[src/rtl/block_header_buffer_pkg.sv]
// Shared types and constants for the receive-side block header buffer.
package pd_pkg;

    typedef enum logic [2:0] {
        IDLE    = 3'd0,
        LOAD    = 3'd1,
        DISCARD = 3'd2,
        CHECK   = 3'd3,
        BUSY    = 3'd4
    } hb_state_t;

    localparam logic PKT_DATA = 1'b0;
    localparam logic PKT_DIFF = 1'b1;

    localparam int unsigned DEF_DATA_BYTES = 64;
    localparam int unsigned DEF_DIFF_BYTES = 32;
    localparam int unsigned DEF_NONCE_BITS = 32;

endpackage

[src/rtl/block_header_buffer_if.sv]
// Byte stream from the USB receiver into the block header buffer.
interface block_header_buffer_if;

    logic       write_enable;
    logic [7:0] rx_data;
    logic       eop;
    logic       pkt_sel;
    logic       host_ready;
    logic       p_error;

    modport master (
        output write_enable, rx_data, eop, pkt_sel,
        input  host_ready, p_error
    );

    modport slave (
        input  write_enable, rx_data, eop, pkt_sel,
        output host_ready, p_error
    );

endinterface

[src/rtl/block_header_buffer_nonce_incrementer.sv]
// Nonce register: loaded on a data commit, advanced by one on request,
// with a one-cycle wrap pulse when all-ones rolls over to zero.
module nonce_incrementer #(
    parameter int unsigned NONCE_BITS = 32
) (
    input  logic                  clk,
    input  logic                  n_rst,
    input  logic                  load,
    input  logic [NONCE_BITS-1:0] load_value,
    input  logic                  inc,
    output logic [NONCE_BITS-1:0] nonce,
    output logic                  wrap
);

    // load has priority; load and inc never coincide in normal operation
    always_ff @(posedge clk or negedge n_rst) begin
        if (!n_rst) begin
            nonce <= '0;
            wrap  <= 1'b0;
        end else begin
            wrap <= 1'b0;
            if (load) begin
                nonce <= load_value;
            end else if (inc) begin
                nonce <= nonce + NONCE_BITS'(1);
                wrap  <= &nonce;
            end
        end
    end

endmodule

[src/rtl/block_header_buffer.sv]
// Block header buffer: collects DATA / DIFFICULTY payload bytes into a
// shadow register, commits on a valid length at eop, pulses new_block
// when both halves of a work unit are present, and advances the nonce.
// Optional macro CHECKSUM_EN: a trailing XOR byte is expected and checked.
module block_header_buffer
    import pd_pkg::*;
#(
    parameter int unsigned DATA_BYTES = DEF_DATA_BYTES,
    parameter int unsigned DIFF_BYTES = DEF_DIFF_BYTES,
    parameter int unsigned NONCE_BITS = DEF_NONCE_BITS
) (
    input  logic                    clk,
    input  logic                    n_rst,
    block_header_buffer_if.slave    bus,
    input  logic                    increment,
    input  logic                    hash_done,
    output logic [8*DATA_BYTES-1:0] data_to_hash,
    output logic [8*DIFF_BYTES-1:0] difficulty,
    output logic                    new_block,
    output logic                    nonce_wrap
);

    localparam int unsigned DW    = 8 * DATA_BYTES;
    localparam int unsigned CNT_W = $clog2(DATA_BYTES + 3);
`ifdef CHECKSUM_EN
    localparam int unsigned EXTRA = 1;
`else
    localparam int unsigned EXTRA = 0;
`endif

    hb_state_t              state;
    logic [CNT_W-1:0]       count;
    logic [CNT_W-1:0]       len_n;
    logic [CNT_W-1:0]       len_total;
    logic                   sel;
    logic                   have_data;
    logic                   have_diff;
    logic                   p_error_q;
    logic [DW-1:0]          shadow;
    logic [DW-1:0]          shadow_next;
    logic [DW-NONCE_BITS-1:0] data_hi;
    logic [NONCE_BITS-1:0]  nonce;
    logic                   idle_take;
    logic                   load_take;
    logic                   store_payload;
    logic                   cks_ok;
    logic                   commit_ok;
    logic                   load_nonce;
    logic                   nonce_inc;

    // Expected length and byte-acceptance decode. Bytes shift in from the
    // LSB, so after N bytes the first byte sits at the top of the N-byte field.
    always_comb begin
        len_n         = (sel == PKT_DIFF) ? CNT_W'(DIFF_BYTES) : CNT_W'(DATA_BYTES);
        len_total     = len_n + CNT_W'(EXTRA);
        shadow_next   = {shadow[DW-9:0], bus.rx_data};
        idle_take     = (state == IDLE) && !(have_data && have_diff) && bus.write_enable;
        load_take     = (state == LOAD) && bus.write_enable && (count != len_total);
        store_payload = idle_take || (load_take && (count < len_n));
    end

`ifdef CHECKSUM_EN
    logic [7:0] xor_acc;
    logic [7:0] cks_byte;

    // Running XOR of payload bytes and capture of the trailing checksum byte
    always_ff @(posedge clk or negedge n_rst) begin
        if (!n_rst) begin
            xor_acc  <= '0;
            cks_byte <= '0;
        end else if (idle_take) begin
            xor_acc <= bus.rx_data;
        end else if (load_take) begin
            if (count < len_n)
                xor_acc <= xor_acc ^ bus.rx_data;
            else
                cks_byte <= bus.rx_data;
        end
    end

    assign cks_ok = (xor_acc == cks_byte);
`else
    assign cks_ok = 1'b1;
`endif

    assign commit_ok  = (state == CHECK) && (count == len_total) && cks_ok;
    assign load_nonce = commit_ok && (sel == PKT_DATA);
    assign nonce_inc  = (state == BUSY) && increment;

    // Packet state machine, shadow capture and atomic commit
    always_ff @(posedge clk or negedge n_rst) begin
        if (!n_rst) begin
            state      <= IDLE;
            count      <= '0;
            sel        <= PKT_DATA;
            shadow     <= '0;
            data_hi    <= '0;
            difficulty <= '0;
            have_data  <= 1'b0;
            have_diff  <= 1'b0;
            p_error_q  <= 1'b0;
            new_block  <= 1'b0;
        end else begin
            p_error_q <= 1'b0;
            new_block <= 1'b0;
            if (store_payload)
                shadow <= shadow_next;
            case (state)
                IDLE: begin
                    // a complete work unit takes priority over a new packet
                    if (have_data && have_diff) begin
                        state     <= BUSY;
                        new_block <= 1'b1;
                        p_error_q <= bus.write_enable;
                    end else if (bus.write_enable) begin
                        sel   <= bus.pkt_sel;
                        count <= CNT_W'(1);
                        state <= bus.eop ? CHECK : LOAD;
                    end
                end
                LOAD: begin
                    if (bus.write_enable && (count == len_total)) begin
                        p_error_q <= 1'b1;
                        count     <= '0;
                        state     <= bus.eop ? IDLE : DISCARD;
                    end else begin
                        if (bus.write_enable)
                            count <= count + CNT_W'(1);
                        if (bus.eop)
                            state <= CHECK;
                    end
                end
                DISCARD: begin
                    if (bus.eop)
                        state <= IDLE;
                end
                CHECK: begin
                    if (commit_ok) begin
                        if (sel == PKT_DATA) begin
                            data_hi   <= shadow[DW-1:NONCE_BITS];
                            have_data <= 1'b1;
                        end else begin
                            difficulty <= shadow[8*DIFF_BYTES-1:0];
                            have_diff  <= 1'b1;
                        end
                    end else begin
                        p_error_q <= 1'b1;
                    end
                    count <= '0;
                    state <= IDLE;
                end
                BUSY: begin
                    p_error_q <= bus.write_enable;
                    if (hash_done) begin
                        have_data <= 1'b0;
                        have_diff <= 1'b0;
                        state     <= IDLE;
                    end
                end
                default: state <= IDLE;
            endcase
        end
    end

    nonce_incrementer #(
        .NONCE_BITS (NONCE_BITS)
    ) u_nonce (
        .clk        (clk),
        .n_rst      (n_rst),
        .load       (load_nonce),
        .load_value (shadow[NONCE_BITS-1:0]),
        .inc        (nonce_inc),
        .nonce      (nonce),
        .wrap       (nonce_wrap)
    );

    assign data_to_hash   = {data_hi, nonce};
    assign bus.host_ready = (state == IDLE);
    assign bus.p_error    = p_error_q;

endmodule
[src/flat_wrapper.sv]
// flat-port wrapper written by rule: the top's interface ports become plain ports
module block_header_buffer_flat import pd_pkg::*;
#(
    parameter int unsigned DATA_BYTES = DEF_DATA_BYTES,
    parameter int unsigned DIFF_BYTES = DEF_DIFF_BYTES,
    parameter int unsigned NONCE_BITS = DEF_NONCE_BITS
)
  (clk, n_rst, increment, hash_done, data_to_hash, difficulty, new_block, nonce_wrap, bus_write_enable, bus_rx_data, bus_eop, bus_pkt_sel, bus_host_ready, bus_p_error);
  block_header_buffer_if bus_i ();
  input  logic clk;
  input  logic n_rst;
  input  logic increment;
  input  logic hash_done;
  output logic [8*DATA_BYTES-1:0] data_to_hash;
  output logic [8*DIFF_BYTES-1:0] difficulty;
  output logic new_block;
  output logic nonce_wrap;
  input wire logic [$bits(bus_i.write_enable)-1:0] bus_write_enable;
  input wire logic [$bits(bus_i.rx_data)-1:0] bus_rx_data;
  input wire logic [$bits(bus_i.eop)-1:0] bus_eop;
  input wire logic [$bits(bus_i.pkt_sel)-1:0] bus_pkt_sel;
  output wire logic [$bits(bus_i.host_ready)-1:0] bus_host_ready;
  output wire logic [$bits(bus_i.p_error)-1:0] bus_p_error;
  assign bus_i.write_enable = bus_write_enable;
  assign bus_i.rx_data = bus_rx_data;
  assign bus_i.eop = bus_eop;
  assign bus_i.pkt_sel = bus_pkt_sel;
  assign bus_host_ready = bus_i.host_ready;
  assign bus_p_error = bus_i.p_error;
  block_header_buffer #(.DATA_BYTES(DATA_BYTES), .DIFF_BYTES(DIFF_BYTES), .NONCE_BITS(NONCE_BITS)) u_core (.clk(clk), .n_rst(n_rst), .bus(bus_i), .increment(increment), .hash_done(hash_done), .data_to_hash(data_to_hash), .difficulty(difficulty), .new_block(new_block), .nonce_wrap(nonce_wrap));
endmodule
[config.mk]
export PLATFORM = sky130hd
export DESIGN_NAME = block_header_buffer_flat
export DESIGN_NICKNAME = d
export VERILOG_FILES = /design/src/rtl/block_header_buffer_pkg.sv /design/src/rtl/block_header_buffer_if.sv /design/src/rtl/block_header_buffer_nonce_incrementer.sv /design/src/rtl/block_header_buffer.sv /design/src/flat_wrapper.sv
export SDC_FILE = /design/constraint.sdc
export NUM_CORES = 2
export LEC_CHECK = 0
export CAP_MARGIN = 20
export CORE_MARGIN = 5
export CORE_UTILIZATION = 44
export CTS_BUF_LIST = sky130_fd_sc_hd__clkbuf_4 sky130_fd_sc_hd__clkbuf_8 sky130_fd_sc_hd__clkbuf_16
export CTS_CLUSTER_DIAMETER = 80
export DETAILED_ROUTE_END_ITERATION = 10
export HOLD_SLACK_MARGIN = 0.12
export PLACE_DENSITY = 0.7
export SETUP_SLACK_MARGIN = 0.3
export SLEW_MARGIN = 40
export SYNTH_ARGS = -nofsm -noshare
export SYNTH_HDL_FRONTEND = slang
export SYNTH_SLANG_ARGS = --single-unit
[constraint.sdc]
create_clock -name clk -period 2.1 [get_ports clk]
set_clock_uncertainty 0.05 [all_clocks]
set_input_delay 0.42 -clock clk [delete_from_list [all_inputs] [get_ports clk]]
set_output_delay 0.42 -clock clk [all_outputs]
set_load 0.01 [all_outputs]
==> implementation parameters <==
Parameter                              Value

Drt
  Mean routed wirelength per cell    21.5 µm
  Antenna-violating nets left    0
  First-pass iteration count of the detailed router    7
  Wire length after detailed routing    141000 µm
  DR vias    33200
  Post-DR vias/cell    5.06
  Total DRC errors in the routed layout    0
  Iteration-0 DRC Markers    1848

Timing
  Max-slew violation count    0
  Final cycle utilization of the critical path    1.14
  Final total negative setup slack    -194.44 ns
  Worst rel slew slack    0.651
  Final period demand of the worst path    2.39 ns
  Final hold violation count    0
  Final number of setup-violating endpoints    1730
  Slew at the pin with the worst max-slew slack    0.524 ns
  Maximum clock rate    0.418 GHz
  Setup repair after global routing missed its margin    yes
  Worst hold margin    0.223 ns
  Smallest setup slack after layout    -0.290 ns

Critical path
  Critical path data arrival time    2.94 ns
  Required time of the critical path    2.65 ns
  Crit. path cell count    8
  Critical Path Sink Type    register
  CP Class    reg -> reg
  Crit-path slowest cell    sky130_fd_sc_hd__dfrtp_1
  CP Launch Type    register
  Kind of cell adding the most delay to the critical path    simple AND/OR/NAND/NOR gates
  Worst Reg-to-Reg Cells    8
  Most used cell along the critical path    sky130_fd_sc_hd__buf_12
  Ordered cell list for the critical path    ha_1 -> and4b_1 -> nand2_2 -> a31oi_4 -> nor2b_4 -> buf_12 -> buf_12 -> mux2_1
  Biggest cell delay along the critical path    0.41 ns
  Number of buffers and inverters on the critical path    2
  Largest fanout on the critical path    29
  Internal reg-to-reg setup slack    -0.29 ns

Yosys
  Warnings, synthesis    0
  Number of instances in the synthesized netlist    3972
  Net count after synthesis    3992
  Distinct cell type count after synthesis    58
  Async SR Flop Fraction    1.00
  Most instantiated flip-flop cell in the synthesis netlist    sky130_fd_sc_hd__dfrtp_1
  EDFF count, synth    0
  Flip-flop and latch count after synthesis    1296
  Mean post-synth cell area    12.5 µm²
  Sequential cell area fraction in the yosys report    0.654
  Post-synthesis instance area    0.0496 mm²

Power and ir drop
  Switching share of power    0.284
  Net switching power    19.5 mW
  Cell area power density    1050 mW/mm²
  Pleak    33.8 nW
  Part of the power in combinational logic    0.189
  Peak supply drop    0.000739 V
  Clock network fraction of design power    0.362
  Cell Int Power    49.1 mW
  Sequential Power Share    0.450

Floorplan
  Number of placement rows    123
  Y dimension of the die    346 µm
  Width of the die    346 µm
  Std-Cell Core Area    0.112 mm²
  Overall die area    0.120 mm²
  Number of I/O pins    787
  Effective utilization at floorplan    0.442

Cells and area
  Number of nets in the final layout    4964
  Share of post-route cells with drive strength above 1    0.133
  Utilization after layout    0.585
  Commonest non-fill, non-tap cells in the layout    sky130_fd_sc_hd__nand2_1, sky130_fd_sc_hd__dfrtp_1, sky130_fd_sc_hd__clkdlybuf4s50_1
  Leading cell type in the layout, fill and taps excluded    sky130_fd_sc_hd__nand2_1
  Sequential cell area in the final layout    0.0325 mm²
  Area used by multi-input combinational logic    0.0157 mm²
  Fillers    8916
  Synthesis-to-layout area growth    32.2%

Place
  Final weighted congestion in routability-driven placement    0.859
  Worst setup slack after placement    -0.255 ns
  DP HPWL    101000 µm
  IO Port Bufs    786

Clock network
  Clk_lat worst skew    0.75 ns
  Post-CTS clock slew at the launch and capture registers of the worst setup and hold paths    0.06 ns
  Clock buffer count from CTS    135
  Count of clock tree sinks    1296
  Maximum clock path buffer count    3
  CTS tree    done
  Root buffer cell    sky130_fd_sc_hd__clkbuf_16
  Level count of the clock H-tree    4

Job
  Max capacitance violation total    0

GRT
  Initial antenna violation count    6
  Number of global-route vias before repair    35100
  Total global routing overflow    0
  Pin count of the biggest net entering global routing    78
  Global-route total usage across every layer    0.233
  First-pass GRT wire length    218000 µm

Status
  Violations in the final reports    negative setup slack
  Status    finished, violations left

Min path
  Worst min path class    in -> async
## cells in the mapped netlist (all sizes together) (8+ instances only)
cell type	n	share of area
nor3	15	0.0016
a21oi	15	0.0015
dfrtp	1296	0.65
nor2	28	0.0021
xnor2	12	0.0021
mux2	771	0.18
nand3	21	0.0024
inv	9	0.00068
clkbuf	19	0.0014
nand2	1480	0.11
buf	188	0.030
xor2	8	0.0014
o21ai	28	0.0028
## what timing repair did
action | CTS | global route
hold buffers | 1 | 0
hold endpoints to repair | 1038 | 0
gates resized for setup | 156 | 4
setup endpoints to repair | 2061 | 2064
pin swaps | 0 | 0
buffers inserted | 17 | 0
gates cloned | 0 | 0
## per-layer routing
metal | GRT usage | part of all wire
met3 | 0.0565 | 0.062
met4 | 0.0725 | 0.029
met1 | 0.308 | 0.42
met2 | 0.385 | 0.48
met5 | 0 | 0
## worst register-to-register path: cells and delay by family, from the launching register on
kind | cells | cell delay [ns]
simple gates | 3 | 0.53
compound gates | 1 | 0.09
fa+ha+maj | 1 | 0.27
buf+inv | 2 | 0.53
flops | 1 | 0.41
mux | 1 | 0.38
## stage by stage
step | area [µm²] | power, mW | instances
after global placement | 60600 | 43.5 | 6289
after detailed placement | 60600 | 43.8 | 6289
after floorplan | 49800 | 37.4 | 3972
after global routing | 65600 | 71.3 | 6560
final | 65600 | 68.6 | 6560
after CTS | 65600 | 69.1 | 6556
## power groups by stage
stage          registers [mW]  logic [mW]  clock network (mW)
6_report                 30.8        12.9                24.8
5_1_grt                  31.1        14.0                26.3
4_1_cts                  30.8        13.1                25.2
3_5_place_dp             31.2        12.6                   0
3_3_place_gp             31.2        12.3                   0
2_1_floorplan            30.2        7.20                   0
## cell families (layout without fill, tap and decap cells)
group | count (synthesis) | after routing | share of synthesized area
AO/OA/AOI/OAI | 66 | 66 | 0.00810
multiplexers | 773 | 773 | 0.175
adder cells (fa/ha/maj) | 5 | 5 | 0.00126
XOR/XNOR | 20 | 20 | 0.00353
buffers and inverters | 216 | 1300 | 0.0320
other | 0 | 4 | 0
AND/OR/NAND/NOR | 1596 | 1596 | 0.126
flip-flops | 1296 | 1296 | 0.654
## path summary, 6_finish.rpt
kind                                                start                            endpoint
min in group clk                           bus_rx_data[0]        u_core.shadow[0]$_DFFE_PN0P_
hold / removal                                      n_rst      u_core.data_hi[62]$_DFFE_PN0P_
setup reg to reg                   u_core.sel$_DFFE_PN0P_      u_core.shadow[102]$_DFFE_PN0P_
hold reg to reg            u_core.shadow[318]$_DFFE_PN0P_     u_core.data_hi[286]$_DFFE_PN0P_
setup / recovery                   u_core.sel$_DFFE_PN0P_      u_core.shadow[102]$_DFFE_PN0P_
max in group asynchronous                           n_rst  u_core.difficulty[232]$_DFFE_PN0P_
## layout make-up
cell class | instances | share of cell area
flip-flops and latches | 1296 | 0.495
multi-input cells | 2460 | 0.240
repair buffers | 1042 | 0.164
clock buffers | 206 | 0.0650
well taps | 1500 | 0.0286
clock inverters | 43 | 0.00671
inverters | 9 | 0.000515
diodes | 4 | 0.000153
## registers in the layout, summed over array words and instances (netlist names), 3 cells and up
signal,flops
u_core.shadow,512
u_core.data_hi,480
u_core.difficulty,256
u_core.u_nonce.nonce,32
u_core.count,7
u_core.state,3
Power figures use the tool's default switching activity.
